**src/rtl/mbist_march_ctrl_if.sv**
```systemverilog
// rtl/mbist_march_ctrl_if.sv - memory-side bus between the March C- BIST controller and the test memory
interface mbist_march_ctrl_if #(
   parameter int ADDR_W = 8,
   parameter int DATA_W = 8
);
   logic              mem_write_en;
   logic              mem_read_en;
   logic [ADDR_W-1:0] mem_addr;
   logic [DATA_W-1:0] mem_write_data;
   logic [DATA_W-1:0] mem_read_data;

   // controller side drives the command, memory returns read data one cycle later
   modport master (
      output mem_write_en,
      output mem_read_en,
      output mem_addr,
      output mem_write_data,
      input  mem_read_data
   );

   modport slave (
      input  mem_write_en,
      input  mem_read_en,
      input  mem_addr,
      input  mem_write_data,
      output mem_read_data
   );
endinterface

```
**src/rtl/mbist_march_ctrl.sv**
```systemverilog
// rtl/mbist_march_ctrl.sv - March C- memory BIST controller; define MBIST_DIAG_EN to build first-fail diagnostics
module mbist_march_ctrl #(
   parameter int                ADDR_W     = 8,
   parameter int                DATA_W     = 8,
   parameter logic [DATA_W-1:0] BG_PATTERN = '0
) (
   input  logic                clk,
   input  logic                rst,
   input  logic                start_i,
   input  logic                abort_i,
   mbist_march_ctrl_if.master  mem,
   output logic                busy_o,
   output logic                done_o,
   output logic                fail_o,
   output logic [ADDR_W-1:0]   fail_addr_o,
   output logic [2:0]          fail_elem_o,
   output logic [DATA_W-1:0]   fail_exp_o,
   output logic [DATA_W-1:0]   fail_act_o,
   output logic [15:0]         fail_count_o
);

   typedef enum logic [1:0] {
      ST_IDLE,
      ST_RUN,
      ST_FLUSH,
      ST_DONE
   } state_t;

   localparam logic [ADDR_W-1:0] ADDR_MAX  = '1;
   localparam logic [ADDR_W-1:0] ADDR_ONE  = ADDR_W'(1);
   localparam logic [2:0]        ELEM_LAST = 3'd5;

   state_t            state_q;

   // sequence pointer: the next op to issue (element, address, op slot within the address)
   logic [2:0]        elem_q;
   logic [ADDR_W-1:0] addr_q;
   logic              phase_q;
   logic              seq_end_q;

   // registered memory command
   logic              mem_write_en_q;
   logic              mem_read_en_q;
   logic [ADDR_W-1:0] mem_addr_q;
   logic [DATA_W-1:0] mem_write_data_q;
   logic [DATA_W-1:0] op_exp_q;

   // compare stage: expected data for the read issued last cycle
   logic              cmp_valid_q;
   logic [DATA_W-1:0] cmp_exp_q;

   logic              busy_q;
   logic              done_q;
   logic              fail_q;

   logic              start_accept;
   logic              issue;
   logic              miscmp;
   logic [2:0]        cur_elem;
   logic [ADDR_W-1:0] cur_addr;
   logic              cur_phase;
   logic              cur_down;
   logic              cur_write;
   logic              cur_one;
   logic [DATA_W-1:0] cur_data;
   logic              cur_last_phase;
   logic              cur_last_addr;
   logic              cur_final;
   logic [2:0]        elem_d;
   logic [ADDR_W-1:0] addr_d;
   logic              phase_d;

   // decode the op at the sequence pointer and compute where the pointer goes next
   always_comb begin
      start_accept = start_i && !abort_i && (state_q == ST_IDLE || state_q == ST_DONE);
      issue        = start_accept || (state_q == ST_RUN && !seq_end_q && !abort_i);

      // a start restarts the march from M0, address 0, whatever the pointer holds
      cur_elem  = start_accept ? 3'd0 : elem_q;
      cur_addr  = start_accept ? '0   : addr_q;
      cur_phase = start_accept ? 1'b0 : phase_q;

      // M3 and M4 walk the address space downwards
      cur_down  = (cur_elem == 3'd3) || (cur_elem == 3'd4);
      // M0 is write-only; in M1..M4 the second op is the write; M5 is read-only
      cur_write = (cur_elem == 3'd0) || cur_phase;
      // M1/M3 read 0 then write 1; M2/M4 read 1 then write 0; M0 writes 0, M5 reads 0
      if ((cur_elem == 3'd1) || (cur_elem == 3'd3)) begin
         cur_one = cur_phase;
      end else if ((cur_elem == 3'd2) || (cur_elem == 3'd4)) begin
         cur_one = !cur_phase;
      end else begin
         cur_one = 1'b0;
      end
      cur_data = cur_one ? ~BG_PATTERN : BG_PATTERN;

      cur_last_phase = (cur_elem == 3'd0) || (cur_elem == ELEM_LAST) || cur_phase;
      cur_last_addr  = cur_down ? (cur_addr == '0) : (cur_addr == ADDR_MAX);
      cur_final      = cur_last_phase && cur_last_addr && (cur_elem == ELEM_LAST);

      elem_d  = cur_elem;
      addr_d  = cur_addr;
      phase_d = 1'b0;
      if (!cur_last_phase) begin
         phase_d = 1'b1;
      end else if (cur_last_addr) begin
         elem_d = cur_elem + 3'd1;
         addr_d = ((elem_d == 3'd3) || (elem_d == 3'd4)) ? ADDR_MAX : '0;
      end else begin
         addr_d = cur_down ? (cur_addr - ADDR_ONE) : (cur_addr + ADDR_ONE);
      end

      miscmp = cmp_valid_q && (mem.mem_read_data != cmp_exp_q);
   end

   // control FSM: sequences the march, registers the memory command and the pass/fail status
   always_ff @(posedge clk) begin
      if (rst) begin
         state_q          <= ST_IDLE;
         elem_q           <= 3'd0;
         addr_q           <= '0;
         phase_q          <= 1'b0;
         seq_end_q        <= 1'b0;
         mem_write_en_q   <= 1'b0;
         mem_read_en_q    <= 1'b0;
         mem_addr_q       <= '0;
         mem_write_data_q <= '0;
         op_exp_q         <= '0;
         cmp_valid_q      <= 1'b0;
         cmp_exp_q        <= '0;
         busy_q           <= 1'b0;
         done_q           <= 1'b0;
         fail_q           <= 1'b0;
      end else begin
         // no op unless one is issued below; address and data park at zero
         mem_write_en_q   <= 1'b0;
         mem_read_en_q    <= 1'b0;
         mem_addr_q       <= '0;
         mem_write_data_q <= '0;

         // the read on the bus this cycle is compared next cycle
         cmp_valid_q <= mem_read_en_q && !abort_i;
         cmp_exp_q   <= op_exp_q;

         if (issue) begin
            mem_write_en_q   <= cur_write;
            mem_read_en_q    <= !cur_write;
            mem_addr_q       <= cur_addr;
            mem_write_data_q <= cur_write ? cur_data : '0;
            op_exp_q         <= cur_data;
            elem_q           <= elem_d;
            addr_q           <= addr_d;
            phase_q          <= phase_d;
            seq_end_q        <= cur_final;
         end

         if (miscmp) begin
            fail_q <= 1'b1;
         end

         case (state_q)
            ST_IDLE, ST_DONE: begin
               if (start_accept) begin
                  state_q <= ST_RUN;
                  busy_q  <= 1'b1;
                  done_q  <= 1'b0;
                  fail_q  <= 1'b0;
               end
            end
            ST_RUN: begin
               if (abort_i) begin
                  state_q <= ST_IDLE;
                  busy_q  <= 1'b0;
               end else if (seq_end_q) begin
                  // last read is on the bus; one more cycle to compare it
                  state_q <= ST_FLUSH;
               end
            end
            ST_FLUSH: begin
               state_q <= ST_IDLE;
               busy_q  <= 1'b0;
               if (!abort_i) begin
                  state_q <= ST_DONE;
                  done_q  <= 1'b1;
               end
            end
            default: begin
               state_q <= ST_IDLE;
               busy_q  <= 1'b0;
            end
         endcase
      end
   end

   assign mem.mem_write_en   = mem_write_en_q;
   assign mem.mem_read_en    = mem_read_en_q;
   assign mem.mem_addr       = mem_addr_q;
   assign mem.mem_write_data = mem_write_data_q;

   assign busy_o = busy_q;
   assign done_o = done_q;
   assign fail_o = fail_q;

`ifdef MBIST_DIAG_EN
   logic [2:0]        op_elem_q;
   logic [2:0]        cmp_elem_q;
   logic [ADDR_W-1:0] cmp_addr_q;
   logic [ADDR_W-1:0] fail_addr_q;
   logic [2:0]        fail_elem_q;
   logic [DATA_W-1:0] fail_exp_q;
   logic [DATA_W-1:0] fail_act_q;
   logic [15:0]       fail_count_q;

   // diagnostics: tag each read with its address/element and latch the first miscompare
   always_ff @(posedge clk) begin
      if (rst) begin
         op_elem_q    <= 3'd0;
         cmp_elem_q   <= 3'd0;
         cmp_addr_q   <= '0;
         fail_addr_q  <= '0;
         fail_elem_q  <= 3'd0;
         fail_exp_q   <= '0;
         fail_act_q   <= '0;
         fail_count_q <= 16'd0;
      end else begin
         op_elem_q  <= issue ? cur_elem : 3'd0;
         cmp_elem_q <= op_elem_q;
         cmp_addr_q <= mem_addr_q;
         if (start_accept) begin
            fail_addr_q  <= '0;
            fail_elem_q  <= 3'd0;
            fail_exp_q   <= '0;
            fail_act_q   <= '0;
            fail_count_q <= 16'd0;
         end else if (miscmp) begin
            // fail_q still low means this is the first miscompare of the run
            if (!fail_q) begin
               fail_addr_q <= cmp_addr_q;
               fail_elem_q <= cmp_elem_q;
               fail_exp_q  <= cmp_exp_q;
               fail_act_q  <= mem.mem_read_data;
            end
            if (fail_count_q != 16'hFFFF) begin
               fail_count_q <= fail_count_q + 16'd1;
            end
         end
      end
   end

   assign fail_addr_o  = fail_addr_q;
   assign fail_elem_o  = fail_elem_q;
   assign fail_exp_o   = fail_exp_q;
   assign fail_act_o   = fail_act_q;
   assign fail_count_o = fail_count_q;
`else
   assign fail_addr_o  = '0;
   assign fail_elem_o  = 3'd0;
   assign fail_exp_o   = '0;
   assign fail_act_o   = '0;
   assign fail_count_o = 16'd0;
`endif

endmodule

```
**src/flat_wrapper.sv**
```systemverilog
// flat-port wrapper written by rule: the top's interface ports become plain ports
module mbist_march_ctrl_flat 
#(
   parameter int                ADDR_W     = 8,
   parameter int                DATA_W     = 8,
   parameter logic [DATA_W-1:0] BG_PATTERN = '0
)
  (clk, rst, start_i, abort_i, busy_o, done_o, fail_o, fail_addr_o, fail_elem_o, fail_exp_o, fail_act_o, fail_count_o, mem_mem_write_en, mem_mem_read_en, mem_mem_addr, mem_mem_write_data, mem_mem_read_data);
  mbist_march_ctrl_if #(.ADDR_W(ADDR_W), .DATA_W(DATA_W)) mem_i ();
  input  logic clk;
  input  logic rst;
  input  logic start_i;
  input  logic abort_i;
  output logic busy_o;
  output logic done_o;
  output logic fail_o;
  output logic [ADDR_W-1:0] fail_addr_o;
  output logic [2:0] fail_elem_o;
  output logic [DATA_W-1:0] fail_exp_o;
  output logic [DATA_W-1:0] fail_act_o;
  output logic [15:0] fail_count_o;
  output wire logic [$bits(mem_i.mem_write_en)-1:0] mem_mem_write_en;
  output wire logic [$bits(mem_i.mem_read_en)-1:0] mem_mem_read_en;
  output wire logic [$bits(mem_i.mem_addr)-1:0] mem_mem_addr;
  output wire logic [$bits(mem_i.mem_write_data)-1:0] mem_mem_write_data;
  input wire logic [$bits(mem_i.mem_read_data)-1:0] mem_mem_read_data;
  assign mem_mem_write_en = mem_i.mem_write_en;
  assign mem_mem_read_en = mem_i.mem_read_en;
  assign mem_mem_addr = mem_i.mem_addr;
  assign mem_mem_write_data = mem_i.mem_write_data;
  assign mem_i.mem_read_data = mem_mem_read_data;
  mbist_march_ctrl #(.ADDR_W(ADDR_W), .DATA_W(DATA_W), .BG_PATTERN(BG_PATTERN)) u_core (.clk(clk), .rst(rst), .start_i(start_i), .abort_i(abort_i), .mem(mem_i), .busy_o(busy_o), .done_o(done_o), .fail_o(fail_o), .fail_addr_o(fail_addr_o), .fail_elem_o(fail_elem_o), .fail_exp_o(fail_exp_o), .fail_act_o(fail_act_o), .fail_count_o(fail_count_o));
endmodule
```
**config.mk**
```make
export PLATFORM = sky130hd
export DESIGN_NAME = mbist_march_ctrl_flat
export DESIGN_NICKNAME = d
export VERILOG_FILES = /design/src/rtl/mbist_march_ctrl_if.sv /design/src/rtl/mbist_march_ctrl.sv /design/src/flat_wrapper.sv
export SDC_FILE = /design/constraint.sdc
export NUM_CORES = 1
export LEC_CHECK = 0
export ABC_CLOCK_PERIOD_IN_PS = 6900
export CAP_MARGIN = 20
export CORE_ASPECT_RATIO = 0.75
export CORE_MARGIN = 2
export CORE_UTILIZATION = 41
export CTS_CLUSTER_DIAMETER = 50
export DETAILED_ROUTE_END_ITERATION = 8
export GPL_ROUTABILITY_DRIVEN = 0
export GPL_TIMING_DRIVEN = 0
export PLACE_DENSITY = 0.74
export REMOVE_ABC_BUFFERS = 1
export SYNTH_ARGS = -nofsm -noshare
export SYNTH_HDL_FRONTEND = slang
export SYNTH_SLANG_ARGS = --single-unit
```
**constraint.sdc**
```tcl
create_clock -name clk -period 6.9 [get_ports clk]
set_clock_uncertainty 0.05 [all_clocks]
set_input_delay 1.035 -clock clk [delete_from_list [all_inputs] [get_ports clk]]
set_output_delay 1.035 -clock clk [all_outputs]
set_load 0.05 [all_outputs]
```
==> parameters.txt <==
Parameter                              Value

Worst setup path
  Worst path bufs/invs    1
  Cells along the critical path    clkdlybuf4s50_1, nand3b_1, and2_1, fa_1, a21o_1, a21oi_1, o21bai_1, a21oi_1, xnor2_1, a21oi_1, o21ai_0
  Biggest fanout along the worst timing path    16
  Cell seen most often among critical-path stages    sky130_fd_sc_hd__a21oi_1
  Biggest cell delay along the critical path    0.55 ns
  Worst Setup End Kind    flip-flop
  Cell type of the slowest stage on the worst timing path    sky130_fd_sc_hd__nand3b_1
  Critical path required time    7.06 ns
  Path type of the worst setup path    input port to flip-flop
  Largest delay share family, worst path    simple AND/OR/NAND/NOR gates
  Arr. time, crit path    4.07 ns
  Critical path startpoint category    input port

Power
  Peak supply drop    0.0000756 V
  LEAKAGE    1.01 nW
  P per Cell Area    207 nW/um^2

Floorplan
  Floorplan die height    66.8 um
  Placeable Area    4980 um^2
  Number of primary I/O pins    76
  Initial cell density of the core    43.2%
  Standard-cell row count    22
  Total Die Area    5860 um^2
  Horizontal die dimension    87.7 um

Timing
  Upper clock frequency limit    256 MHz
  Actual transition at the worst max-transition pin    0.824 ns
  RSZ-0062 raised after global routing    no
  Setup-failing EPs final    0
  Number of failing hold endpoints at the final stage    0
  Share of the clock period used by the worst path after layout    56.6%
  Count of final max-slew check failures    0
  Crit path time final    3.91 ns
  Final Hold Slack    0.414 ns
  Worst slew margin relative to its limit    44.6%
  Setup Total Neg Slack    0 ns

Yosys
  Share of the synthesized area in the top cell type    29.7%
  Number of different library cells in the post-synthesis netlist    48
  Synthesized area per cell    8.22 um^2
  Largest cells by area after synthesis    sky130_fd_sc_hd__dfxtp_1 (30%), sky130_fd_sc_hd__buf_4 (18%), sky130_fd_sc_hd__ha_1 (5.2%)
  Area of the mapped netlist    2150 um^2
  Proportion of synthesized chip area in sequential cells    29.7%
  Count of flip-flops with a built-in enable after synthesis    0
  Yosys reg bits    32
  Share of synthesized registers carrying an async set or reset    0%
  Post-Synthesis Cells    262
  Cell type with the largest total area after synthesis    sky130_fd_sc_hd__dfxtp_1
  Commonest register cell after synthesis    sky130_fd_sc_hd__dfxtp_1
  Ys Warns    0

Clock tree
  Count of hold buffers inserted by post-cts repair    0
  Post-CTS setup buffers    0
  Worst-case clock buffer depth    2
  Cell chosen for the clock root    sky130_fd_sc_hd__clkbuf_8
  TritonCTS Sinks    32
  Clock Latency Late Sink    0.28 ns
  Maximum level of the CTS H-tree    2
  Quantity of gates resized following cts    0
  CTS clk-pin slew, worst paths    0.07 ns
  Number of CTS-inserted buffers    5
  CTS tree    yes

GRT
  GR Util All Layers    15.1%
  Sum of overflow across all layers after global routing    0
  Vias in the first global route    1,454
  First-pass GRT wire length    6820 um
  Initial antenna violation count    0
  Largest net degree at the start of global routing    17

Finish
  Layout Cells excl Fill    359
  Number of nets at the end of the flow    308
  Area growth syn-to-layout    12.0%
  N_diodes    0
  Ratio of cells with drive above 1 in the final layout    5.23%

Status
  Status    finished clean

Job
  Max Cap Viol    0

Routing
  Average wire per standard cell    11.5 um
  Via Count    1,692
  Avg Vias per Cell    4.71
  Post-detailed-route DRC marker count    0
  Number of detailed-route iterations in the first pass    4
  Routed Wire Length    4120 um
  1st-iter DRT viols    172
  Final ANT Viol Nets    0

Placement
  Post-detailed-placement half-perimeter wirelength    3130 um
  Cell count after placement    351
  Quantity of I/O buffers inserted on ports    32

Min path
  Type of the tightest min-delay check    flip-flop to flip-flop
[final timing paths]
path	from	end	slack, ns	cells after the start
worst min-delay path	u_core.cmp_valid_q$_SDFF_PP0_	u_core.fail_o$_SDFF_PP0_	0.41	2
worst min register to register	u_core.cmp_valid_q$_SDFF_PP0_	u_core.fail_o$_SDFF_PP0_	0.41	2
worst max-delay path	abort_i	u_core.addr_q[6]$_SDFFE_PP0N_	2.99	11
worst max register to register	u_core.state_q[0]$_SDFFE_PP0P_	u_core.addr_q[6]$_SDFFE_PP0N_	3.64	12
[through the flow]
stage	power, mW	instance area (um^2)	util, %	setup WS [ns]
2_1_floorplan	0.299	1890	-	2.97
3_3_place_gp	0.323	2300	46.2	2.69
3_5_place_dp	0.324	2300	46.2	2.70
4_1_cts	0.502	2410	48.4	2.98
5_1_grt	0.524	2410	48.4	2.72
6_report	0.499	2410	48.4	2.99
[tightest hold or removal path, delay by kind of cell (launching register included)]
| family | cells | cell delay (ns) |
|---|---|---|
| compound gates | 1 | 0.05 |
| flops | 1 | 0.31 |
| simple gates | 1 | 0.07 |
[logic make-up (layout without fill, tap and decap cells)]
family | Yosys count | in the layout | synth area share (%)
simple gates | 94 | 94 | 23.9
fa+ha+maj | 10 | 10 | 6.16
xor+xnor | 8 | 8 | 3.25
flops | 32 | 32 | 29.7
mux | 2 | 2 | 1.16
buf+inv | 63 | 46 | 20.6
compound gates | 52 | 52 | 15.0
other cells | 1 | 43 | 0.174
[metal layers]
layer	track usage (%)	up-vias	routed length [um]
met1	20.8	755	1950
met5	0	-	0
met2	21.8	75	1740
met4	5.58	0	37
met3	4.83	5	398
li1	-	857	-
[placed cells by master (no fill, tap or decap), drive strengths merged, types with 2 or more instances in the layout]
cell and n:
nand2 18, nor2b 6, o21ai 17, nand3 7
xnor2 6, clkdlybuf4s50 32, nand3b 3, nand2b 3
nor4 2, a31oi 3, clkbuf 5, or4 2
and2 10, ha 9, a21o 3, nor3 8
a21oi 18, inv 6, nand4 2, and3 6
xor2 2, dfxtp 32, o211ai 2, conb 43
nor2 21, or3 2
[state kept, by name, summed over array words and instances (netlist names), 2 cells and up]
| register | flops |
|---|---|
| u_core.mem.mem_addr | 8 |
| u_core.elem_q | 3 |
| u_core.addr_q | 8 |
| u_core.state_q | 2 |
[Yosys cell counts, drive strengths merged, types with 2 or more instances]
master and instances:
a21o 3, a21oi 18, a31oi 3, and2 10, and3 6, buf 54
clkbuf 3, dfxtp 32, ha 9, inv 6, nand2 18, nand2b 3
nand3 7, nand3b 3, nand4 2, nor2 21, nor2b 6, nor3 8
nor4 2, o211ai 2, o21ai 17, or3 2, or4 2, xnor2 6
xor2 2
[final cells by class]
type | instances | area, um^2
Timing Repair Buffer | 32 | 320
Clock buffer | 5 | 68.8
Fill cell | 476 | 2570
Sequential cell | 32 | 641
Inverter | 6 | 22.5
Clock inverter | 3 | 42.5
Multi-Input combinational cell | 209 | 1230
Tap cell | 72 | 90.1
[power breakdown]
group / leakage, nW / switching (mW) / internal [mW]
clock: 0.0541 / 0.0704 / 0.107
sequential: 0.259 / 0.00508 / 0.191
combinational: 0.700 / 0.0984 / 0.0273
Power figures use the tool's default switching activity.
